==> src/rtl/regfile_dump_reader_if.sv <==
// regfile_dump_reader_if
//   Word stream from the register-file dump reader to its consumer
//   (SQED consistency checker / debug dump logic).
//
//   out_valid  word valid (producer)
//   out_ready  consumer accepts the word this cycle
//   out_data   captured RAM word
//   out_addr   RAM address the word came from
//   out_last   final word of the requested range
//
//   master: the dump reader; slave: the consumer.
interface regfile_dump_reader_if #(
    parameter int BRAM_ADDR_WIDTH = 5,
    parameter int BRAM_DATA_WIDTH = 32
);
    logic                       out_valid;
    logic                       out_ready;
    logic [BRAM_DATA_WIDTH-1:0] out_data;
    logic [BRAM_ADDR_WIDTH-1:0] out_addr;
    logic                       out_last;

    modport master (
        output out_valid,
        output out_data,
        output out_addr,
        output out_last,
        input  out_ready
    );

    modport slave (
        input  out_valid,
        input  out_data,
        input  out_addr,
        input  out_last,
        output out_ready
    );
endinterface

==> src/rtl/regfile_dump_reader.sv <==
// regfile_dump_reader
//   Walks an inclusive, wrap-around address range of a register-file RAM
//   through one asynchronous read port and streams every word with its
//   address over a valid/ready stream. A running sum of the accepted words
//   is kept in checksum.
//
//   clk, reset_n  clock (rising edge) and asynchronous active-low reset
//   start         command pulse, honoured only while idle
//   first_addr    first address of the range (sampled on accepted start)
//   last_addr     last address of the range, inclusive
//   abort         cancels a dump in progress (no done pulse)
//   raddr/rdata   RAM read port; rdata is combinational from raddr
//   ob            output word stream (master side)
//   busy          high while a dump is running
//   done          one-cycle pulse after the last word is accepted
//   err           one-cycle pulse when a start names an address >= DATA_DEPTH
//   checksum      sum mod 2^BRAM_DATA_WIDTH of the accepted words
module regfile_dump_reader #(
    parameter int BRAM_ADDR_WIDTH = 5,
    parameter int BRAM_DATA_WIDTH = 32,
    parameter int DATA_DEPTH      = 32
) (
    input  logic                       clk,
    input  logic                       reset_n,
    input  logic                       start,
    input  logic [BRAM_ADDR_WIDTH-1:0] first_addr,
    input  logic [BRAM_ADDR_WIDTH-1:0] last_addr,
    input  logic                       abort,
    output logic [BRAM_ADDR_WIDTH-1:0] raddr,
    input  logic [BRAM_DATA_WIDTH-1:0] rdata,
    regfile_dump_reader_if.master      ob,
    output logic                       busy,
    output logic                       done,
    output logic                       err,
    output logic [BRAM_DATA_WIDTH-1:0] checksum
);

    localparam int REM_W = $clog2(DATA_DEPTH + 1);
    localparam logic [BRAM_ADDR_WIDTH-1:0] LAST_IDX = BRAM_ADDR_WIDTH'(DATA_DEPTH - 1);

    typedef enum logic {
        IDLE = 1'b0,
        RUN  = 1'b1
    } state_t;

    // Widened to 32 bits so the test stays meaningful when the address
    // field exactly covers the depth (the comparison is then always true).
    function automatic logic addr_ok(input logic [BRAM_ADDR_WIDTH-1:0] a);
        return 32'(a) < 32'(DATA_DEPTH);
    endfunction

    // Number of words in [f..l], wrapping through DATA_DEPTH-1 to 0.
    function automatic logic [REM_W-1:0] span_words(
        input logic [BRAM_ADDR_WIDTH-1:0] f,
        input logic [BRAM_ADDR_WIDTH-1:0] l
    );
        logic [31:0] fe;
        logic [31:0] le;
        logic [31:0] d;
        fe = 32'(f);
        le = 32'(l);
        d  = (le >= fe) ? (le - fe) : (le + 32'(DATA_DEPTH) - fe);
        return REM_W'(d + 32'd1);
    endfunction

    // Pointer advance with wrap at the configured depth (which need not be
    // a power of two).
    function automatic logic [BRAM_ADDR_WIDTH-1:0] next_ptr(
        input logic [BRAM_ADDR_WIDTH-1:0] p
    );
        return (p == LAST_IDX) ? '0 : p + BRAM_ADDR_WIDTH'(1);
    endfunction

    state_t                     state_q;
    logic [BRAM_ADDR_WIDTH-1:0] ptr_q;
    logic [REM_W-1:0]           rem_q;
    logic                       valid_q;
    logic [BRAM_DATA_WIDTH-1:0] data_q;
    logic [BRAM_ADDR_WIDTH-1:0] addr_q;
    logic                       last_q;
    logic                       busy_q;
    logic                       done_q;
    logic                       err_q;
    logic [BRAM_DATA_WIDTH-1:0] sum_q;

    logic xfer;
    logic cap;

    // A word leaves on valid&ready; the output register can be refilled in
    // the same cycle, which keeps the stream at one word per clock.
    assign xfer = valid_q & ob.out_ready;
    assign cap  = (rem_q != '0) & (~valid_q | ob.out_ready);

    always_ff @(posedge clk or negedge reset_n) begin
        if (!reset_n) begin
            state_q <= IDLE;
            ptr_q   <= '0;
            rem_q   <= '0;
            valid_q <= 1'b0;
            data_q  <= '0;
            addr_q  <= '0;
            last_q  <= 1'b0;
            busy_q  <= 1'b0;
            done_q  <= 1'b0;
            err_q   <= 1'b0;
            sum_q   <= '0;
        end else begin
            done_q <= 1'b0;
            err_q  <= 1'b0;

            // Accepted words always count, including in an abort cycle.
            if (xfer) begin
                sum_q <= sum_q + data_q;
            end

            case (state_q)
                IDLE: begin
                    if (start) begin
                        if (!addr_ok(first_addr) || !addr_ok(last_addr)) begin
                            err_q <= 1'b1;
                        end else begin
                            ptr_q   <= first_addr;
                            rem_q   <= span_words(first_addr, last_addr);
                            sum_q   <= '0;
                            busy_q  <= 1'b1;
                            state_q <= RUN;
                        end
                    end
                end

                RUN: begin
                    if (abort) begin
                        state_q <= IDLE;
                        busy_q  <= 1'b0;
                        valid_q <= 1'b0;
                        last_q  <= 1'b0;
                        rem_q   <= '0;
                    end else if (xfer && last_q) begin
                        state_q <= IDLE;
                        busy_q  <= 1'b0;
                        valid_q <= 1'b0;
                        last_q  <= 1'b0;
                        done_q  <= 1'b1;
                    end else if (cap) begin
                        // rdata is sampled at this edge; a same-cycle RAM
                        // write to ptr_q lands afterwards and is not seen.
                        data_q  <= rdata;
                        addr_q  <= ptr_q;
                        last_q  <= (rem_q == REM_W'(1));
                        valid_q <= 1'b1;
                        ptr_q   <= next_ptr(ptr_q);
                        rem_q   <= rem_q - REM_W'(1);
                    end else if (xfer) begin
                        valid_q <= 1'b0;
                    end
                end

                default: begin
                    state_q <= IDLE;
                end
            endcase
        end
    end

    assign raddr        = ptr_q;
    assign ob.out_valid = valid_q;
    assign ob.out_data  = data_q;
    assign ob.out_addr  = addr_q;
    assign ob.out_last  = last_q;
    assign busy         = busy_q;
    assign done         = done_q;
    assign err          = err_q;
    assign checksum     = sum_q;

endmodule

==> src/flat_wrapper.sv <==
// flat-port wrapper written by rule: the top's interface ports become plain ports
module regfile_dump_reader_flat 
#(
    parameter int BRAM_ADDR_WIDTH = 5,
    parameter int BRAM_DATA_WIDTH = 32,
    parameter int DATA_DEPTH      = 32
)
  (clk, reset_n, start, first_addr, last_addr, abort, raddr, rdata, busy, done, err, checksum, ob_out_valid, ob_out_data, ob_out_addr, ob_out_last, ob_out_ready);
  regfile_dump_reader_if #(.BRAM_ADDR_WIDTH(BRAM_ADDR_WIDTH), .BRAM_DATA_WIDTH(BRAM_DATA_WIDTH)) ob_i ();
  input  logic clk;
  input  logic reset_n;
  input  logic start;
  input  logic [BRAM_ADDR_WIDTH-1:0] first_addr;
  input  logic [BRAM_ADDR_WIDTH-1:0] last_addr;
  input  logic abort;
  output logic [BRAM_ADDR_WIDTH-1:0] raddr;
  input  logic [BRAM_DATA_WIDTH-1:0] rdata;
  output logic busy;
  output logic done;
  output logic err;
  output logic [BRAM_DATA_WIDTH-1:0] checksum;
  output wire logic [$bits(ob_i.out_valid)-1:0] ob_out_valid;
  output wire logic [$bits(ob_i.out_data)-1:0] ob_out_data;
  output wire logic [$bits(ob_i.out_addr)-1:0] ob_out_addr;
  output wire logic [$bits(ob_i.out_last)-1:0] ob_out_last;
  input wire logic [$bits(ob_i.out_ready)-1:0] ob_out_ready;
  assign ob_out_valid = ob_i.out_valid;
  assign ob_out_data = ob_i.out_data;
  assign ob_out_addr = ob_i.out_addr;
  assign ob_out_last = ob_i.out_last;
  assign ob_i.out_ready = ob_out_ready;
  regfile_dump_reader #(.BRAM_ADDR_WIDTH(BRAM_ADDR_WIDTH), .BRAM_DATA_WIDTH(BRAM_DATA_WIDTH), .DATA_DEPTH(DATA_DEPTH)) u_core (.clk(clk), .reset_n(reset_n), .start(start), .first_addr(first_addr), .last_addr(last_addr), .abort(abort), .raddr(raddr), .rdata(rdata), .ob(ob_i), .busy(busy), .done(done), .err(err), .checksum(checksum));
endmodule
==> config.mk <==
export PLATFORM = sky130hd
export DESIGN_NAME = regfile_dump_reader_flat
export DESIGN_NICKNAME = d
export VERILOG_FILES = /design/src/rtl/regfile_dump_reader_if.sv /design/src/rtl/regfile_dump_reader.sv /design/src/flat_wrapper.sv
export SDC_FILE = /design/constraint.sdc
export NUM_CORES = 1
export LEC_CHECK = 0
export CORE_UTILIZATION = 45
export CTS_BUF_LIST = sky130_fd_sc_hd__clkbuf_16
export DETAILED_ROUTE_END_ITERATION = 6
export PLACE_DENSITY = 0.86
export SYNTH_ARGS = -nofsm -noshare
export SYNTH_HDL_FRONTEND = slang
export SYNTH_SLANG_ARGS = --single-unit
==> constraint.sdc <==
create_clock -name clk -period 3 [get_ports clk]
set_input_delay 0.9 -clock clk [delete_from_list [all_inputs] [get_ports clk]]
set_output_delay 0.9 -clock clk [all_outputs]
set_load 0.005 [all_outputs]
==> impl_metrics.toml, run 1 <==
[route]
first_iter_violations = 362
vias = 4988
wl_um = 14700
wl_per_cell_um = 17.2
ant_nets = 0
dr.pass1.iters = 7
via_per_inst = 5.82
drcViolationCount = 7

[cells_and_area]
area_growth_pct = 37.6
drive_gt1_frac = 0.148
post-route-util = 0.642
diodes = 0
nFillCells = 918
fin_area_um2 = 7420
final_cells = 857
nNetsFinal = 799
seqCellArea_um2 = 2130
multi_input_area_um2 = 3240

[sta]
max-slew-margin-rel = 0.646
worst_pin_slew_ns = 0.532
timing.final.crit_share = 0.955
clock.fmax_ghz = 0.349
setup_viol = 0
final_max_slew_viol_count = 0
hold_violations = 0
finClkSkew_ns = 0.00311
fin_crit_ns = 2.87

[synth]
async_reset_ff_frac = 1.00
syn_area_um2 = 5390
yosysTopAreaCell = "dfrtp_1"
synth_area_per_cell_um2 = 9.54
synth_fp_nets = 655
yosys.area.top_type_share = 0.395
synthDistinctLibCells = 59
yosys-top-cells-count = "dfrtp_1, nand2_1, a21oi_1"
synth.most_common_cell = "dfrtp_1"
synth_area_leaders = "dfrtp_1, ha_1, mux2_2"
syn_inst = 565
synth-main-ff-cell = "dfrtp_1"
synth-seq-cells = 85
synth_warnings = 0
seq_area_frac_synth = 0.395
synth_edf_count = 0

[global_routing]
grt-ovfl-total = 0
grt_pass1_vias = 5002
grt_max_degree = 56
antenna_found_initial = 0
gr-usage-all-layers = 0.242
grt_pass1_wl_um = 24400

[critical_path]
worstSetupPathType = "reg -> reg"
max_stage_delay_ns = 0.44
start_kind = "register"
required_ns = 3.22
crit_slowest_cell = "dfrtp_1"
crit_top_cell = "o31a_1"
cp_top_family = "compound AO/OA/AOI/OAI gates"
cp_cell_sequence = "ha_4, nand3_1, o2111ai_2, a211o_1, a41oi_2, o31a_1, o31a_1, o211ai_2, a21oi_1, or3_1"
end_kind = "register"
cp_num_buf_inv = 0
cp_max_fo = 4
crit_arrival_ns = 3.09

[outcome]
violations = "DRC"
status = "complete, but fails checks"

[power]
max-vdd-ir-drop_uv = 514
power_density_nw_per_um2 = 1130
p_leak_nw = 3.25

[cts]
clock_path_buffers = 2
cts_buffers = 9
root_buffer = "clkbuf_16"
clkTransAtPathRegs_ns = 0.06
htree_levels = 3
cts_tree = "built"
holdBufCountCts = 0
clock_latency_ns = 0.34
cts.sinks = 85

[floorplanning]
core_um2 = 11600
initial_utilization = 0.466
placementRows = 39
dieWidth_um = 111
dieArea_um2 = 12400
num_io_pins = 126
fp.dieH_um = 111

[place]
dp.cells = 837
place_area_um2 = 6960
gp_congestion = 0.862
hpwlAfterDp_um = 10600
port_buffers = 124

[run]
cap_violations = 0

[min_path]
hold_class = "in -> async"
final timing paths:
| kind | start | end | slack [ns] | cells after the start |
|---|---|---|---|---|
| hold reg to reg | u_core.ob.out_addr[4] | u_core.ob.out_addr[4] | 0.50 | 1 |
| setup reg to reg | u_core.checksum[2] | u_core.checksum[31] | 0.13 | 10 |
| min in group clk | u_core.ob.out_addr[4] | u_core.ob.out_addr[4] | 0.50 | 1 |
| hold / removal | reset_n | u_core.ob.out_data[15] | 0.49 | 1 |
| setup / recovery | u_core.checksum[2] | u_core.checksum[31] | 0.13 | 10 |
| max in group asynchronous | reset_n | u_core.checksum[4] | 1.87 | 2 |
cell families after synthesis:
kind of cell    share of synthesized area
compound gates                      0.204
simple gates                        0.139
flops                               0.395
fa+ha+maj                           0.103
buf+inv                            0.0292
mux                                0.0791
xor+xnor                           0.0504
other cells                      0.000696
state kept, by name (all words and copies together), names as in the netlist:
name / cells
u_core.busy: 1
u_core.done: 1
u_core.ob.out_last: 1
u_core.ob.out_valid: 1
u_core.ob.out_addr: 5
u_core.raddr: 5
u_core.state_q: 1
u_core.checksum: 32
u_core.rem_q: 6
u_core.ob.out_data: 32
final cells by class:
type | count | area share
inverters | 19 | 0.00961
well taps | 143 | 0.0241
clock buffers | 9 | 0.0304
flip-flops and latches | 85 | 0.287
multi-input cells | 439 | 0.436
clock inverters | 7 | 0.0111
repair buffers | 155 | 0.202
metrics by stage:
stage	hold slack (ns)	total power [mW]	setup TNS (ns)	setup WS, ns
2_1_floorplan	0.462	4.94	0	0.224
3_3_place_gp	0.489	6.68	-0.144	-0.0865
3_5_place_dp	0.496	6.88	-0.473	-0.250
4_1_cts	0.505	8.12	0	0.0157
5_1_grt	0.520	9.02	-0.0228	-0.0211
6_report	0.489	8.39	0	0.134
timing repair:
item,4_1_cts,5_1_grt
pin swaps,1,6
buffers inserted,1,3
endpoints found under the setup margin,2,11
resized for setup,1,23
cells in the final DEF, fill, tap and decap left out, drive strengths merged, types with 5 or more instances in the layout:
| cell type | synthesis | final |
|---|---|---|
| xnor2 | 17 | 17 |
| a211oi | 9 | 9 |
| mux2 | 37 | 37 |
| inv | 19 | 21 |
| clkdlybuf4s50 | 0 | 123 |
| ha | 41 | 41 |
| dfrtp | 85 | 85 |
| o21a | 5 | 5 |
| nor2 | 33 | 33 |
| buf | 5 | 32 |
| nor3 | 7 | 7 |
| nand2b | 6 | 6 |
| a21o | 17 | 17 |
| nand4 | 6 | 6 |
| nor2b | 5 | 5 |
| a21oi | 53 | 53 |
| nand2 | 58 | 58 |
| a22o | 6 | 6 |
| clkbuf | 17 | 9 |
| xor2 | 14 | 14 |
| nand3 | 13 | 13 |
| o21ai | 41 | 41 |
per-layer routing:
layer | up-vias | part of all wire | GRT usage
met4 | 0 | 0.031 | 0.117
li1 | 2348 | - | -
met5 | - | 0 | 0
met3 | 44 | 0.049 | 0.0299
met1 | 2403 | 0.43 | 0.309
met2 | 193 | 0.49 | 0.409
power breakdown:
group	internal, mW	switching [mW]	total (mW)
combinational	2.64	2.40	5.03
sequential	1.66	0.529	2.19
clock	0.718	0.453	1.17
No activity file was read; power rests on OpenSTA's default activity.
==> run 2: changes to the inputs <==
--- a/config.mk
+++ b/config.mk
@@ -8,7 +8,8 @@
 export CORE_UTILIZATION = 45
 export CTS_BUF_LIST = sky130_fd_sc_hd__clkbuf_16
 export DETAILED_ROUTE_END_ITERATION = 6
-export PLACE_DENSITY = 0.86
+export DONT_BUFFER_PORTS = 1
+export PLACE_DENSITY = 0.72
 export SYNTH_ARGS = -nofsm -noshare
 export SYNTH_HDL_FRONTEND = slang
 export SYNTH_SLANG_ARGS = --single-unit
==> impl_metrics.toml, run 2 (synthesis gave the netlist of run 1 again) <==
[outcome]
status = "complete, but fails checks"
violations = "DRC"

[critical_path]
reg2reg_depth = 11
worstSetupPathType = "reg -> reg"
end_kind = "register"
crit_arrival_ns = 3.09
reg2reg_from = "u_core.ob.out_data[2]"
required_ns = 3.24
cp_max_fo = 4
start_kind = "register"
reg2reg_to = "u_core.checksum[27]"
reg2reg_slack_ns = 0.15

[cts]
cts_tree = "built"
holdBufCountCts = 0
cts.sinks = 85
clock_path_buffers = 2
clock_latency_ns = 0.35
htree_levels = 3
root_buffer = "clkbuf_16"
clkTransAtPathRegs_ns = 0.06
cts_buffers = 9

[global_routing]
grt_pass1_vias = 4511
gr-usage-all-layers = 0.219
grt_max_degree = 86
grt_pass1_wl_um = 21700
antenna_found_initial = 0
grt-ovfl-total = 0

[floorplanning]
core_um2 = 11600
num_io_pins = 126
dieWidth_um = 111
initial_utilization = 0.466
dieArea_um2 = 12400
placementRows = 39
fp.dieH_um = 111

[route]
met2WireLength_um = 6360
route.met3.wl_um = 906
via_per_inst = 6.06
dr.max_layer_used = "met4"
wl_met1_um = 5590
dr.pass1.iters = 7
first_iter_violations = 316
vias = 4393
ant_nets = 0
wl_per_cell_um = 18.1
wl_um = 13100
drcViolationCount = 9

[sta]
fin_crit_ns = 2.85
timing.final.crit_share = 0.950
worst_pin_slew_ns = 0.576
finClkSkew_ns = 0.00574
whs_ns = 0.244
setup_viol = 0
max-slew-margin-rel = 0.616
clock.fmax_ghz = 0.351
hold_violations = 0
final_max_slew_viol_count = 0

[cells_and_area]
post-route-util = 0.521
fin_area_um2 = 6030
drive_gt1_frac = 0.160
final_cell_mix = "dfrtp_1, nand2_1, a21oi_1"
final_common_cell = "dfrtp_1"
nNetsFinal = 668
area_growth_pct = 11.8
final_cells = 725
diodes = 0

[power]
p_seq_frac = 0.325
p_int_mw = 4.00
clkPwrFrac = 0.139
combPwrFrac = 0.536
p_leak_nw = 2.72
max-vdd-ir-drop_uv = 460
switchingPower_mw = 3.12
power_density_nw_per_um2 = 1180
p_sw_frac = 0.438

[place]
hpwlAfterDp_um = 9730
port_buffers = 0
place_area_um2 = 5650
dp.cells = 707
gp_congestion = 0.851

[min_path]
hold_class = "in -> async"

[run]
cap_violations = 0
[run 2: cell count changes in the layout (fill, tap and decap cells not counted), sizes merged]
| cell | before | now |
|---|---|---|
| clkinvlp | 1 | 0 |
| buf | 32 | 24 |
| clkinv | 2 | 3 |
| inv | 21 | 22 |
| bufinv | 2 | 0 |
| clkdlybuf4s50 | 123 | 0 |
[run 2: cell type report]
type,count,area (um^2)
clock inverters,6,25.0
inverters,19,71.3
fillers,1061,5540
well taps,143,179
flip-flops and latches,85,2130
multi-input cells,439,3220
repair buffers,24,180
clock buffers,9,225
[run 2: per-layer routing]
metal / GRT usage / vias to the layer above
met4: 0.0991 / 0
met1: 0.257 / 2143
met2: 0.369 / 150
met5: 0 / -
met3: 0.0637 / 19
li1: - / 2081
[run 2: how the worst max path moves through the flow]
stage,start,to,slack [ns],cells after the start
3_3_place_gp,u_core.ob.out_data[2],u_core.checksum[27],0.1,11
2_1_floorplan,u_core.ob.out_data[1],u_core.checksum[31],0.22,10
3_5_place_dp,u_core.ob.out_data[0],u_core.checksum[28],-0.01,11
4_1_cts,u_core.checksum[0],u_core.checksum[22],0.001,11
5_1_grt,u_core.checksum[0],u_core.checksum[26],-0.03,11
6_report,u_core.ob.out_data[2],u_core.checksum[27],0.15,11
[run 2: power groups by stage]
stage	logic, mW	registers (mW)	clock network [mW]
floorplan	2.84	2.10	0
global placement	3.46	2.28	0
detailed placement	3.57	2.31	0
CTS	3.61	2.30	1.01
global route	4.25	2.39	1.04
finish	3.81	2.31	0.986
[run 2: metrics by stage]
| step | worst slack, ns | TNS, ns | total power, mW |
|---|---|---|---|
| finish | 0.149 | 0 | 7.11 |
| CTS | 0.000979 | 0 | 6.92 |
| global placement | 0.0960 | 0 | 5.74 |
| detailed placement | -0.0102 | -0.0102 | 5.88 |
| global route | -0.0298 | -0.0557 | 7.68 |
| floorplan | 0.224 | 0 | 4.94 |
[run 2: what timing repair did]
| action | 4_1_cts | 5_1_grt |
|---|---|---|
| pin swaps | 1 | 4 |
| setup endpoints to repair | 2 | 12 |
| buffers inserted | 1 | 2 |
| gates resized for setup | 1 | 18 |
[run 2: critical path, cell delays in order, from the launching register on]
cell	delay (ns)
dfrtp_1	0.43
ha_4	0.31
nand3_1	0.08
o2111ai_2	0.23
a211o_1	0.21
a41oi_2	0.16
o31a_1	0.34
o31a_1	0.32
buf_4	0.15
o21ai_0	0.23
xor2_1	0.11
a22o_1	0.18
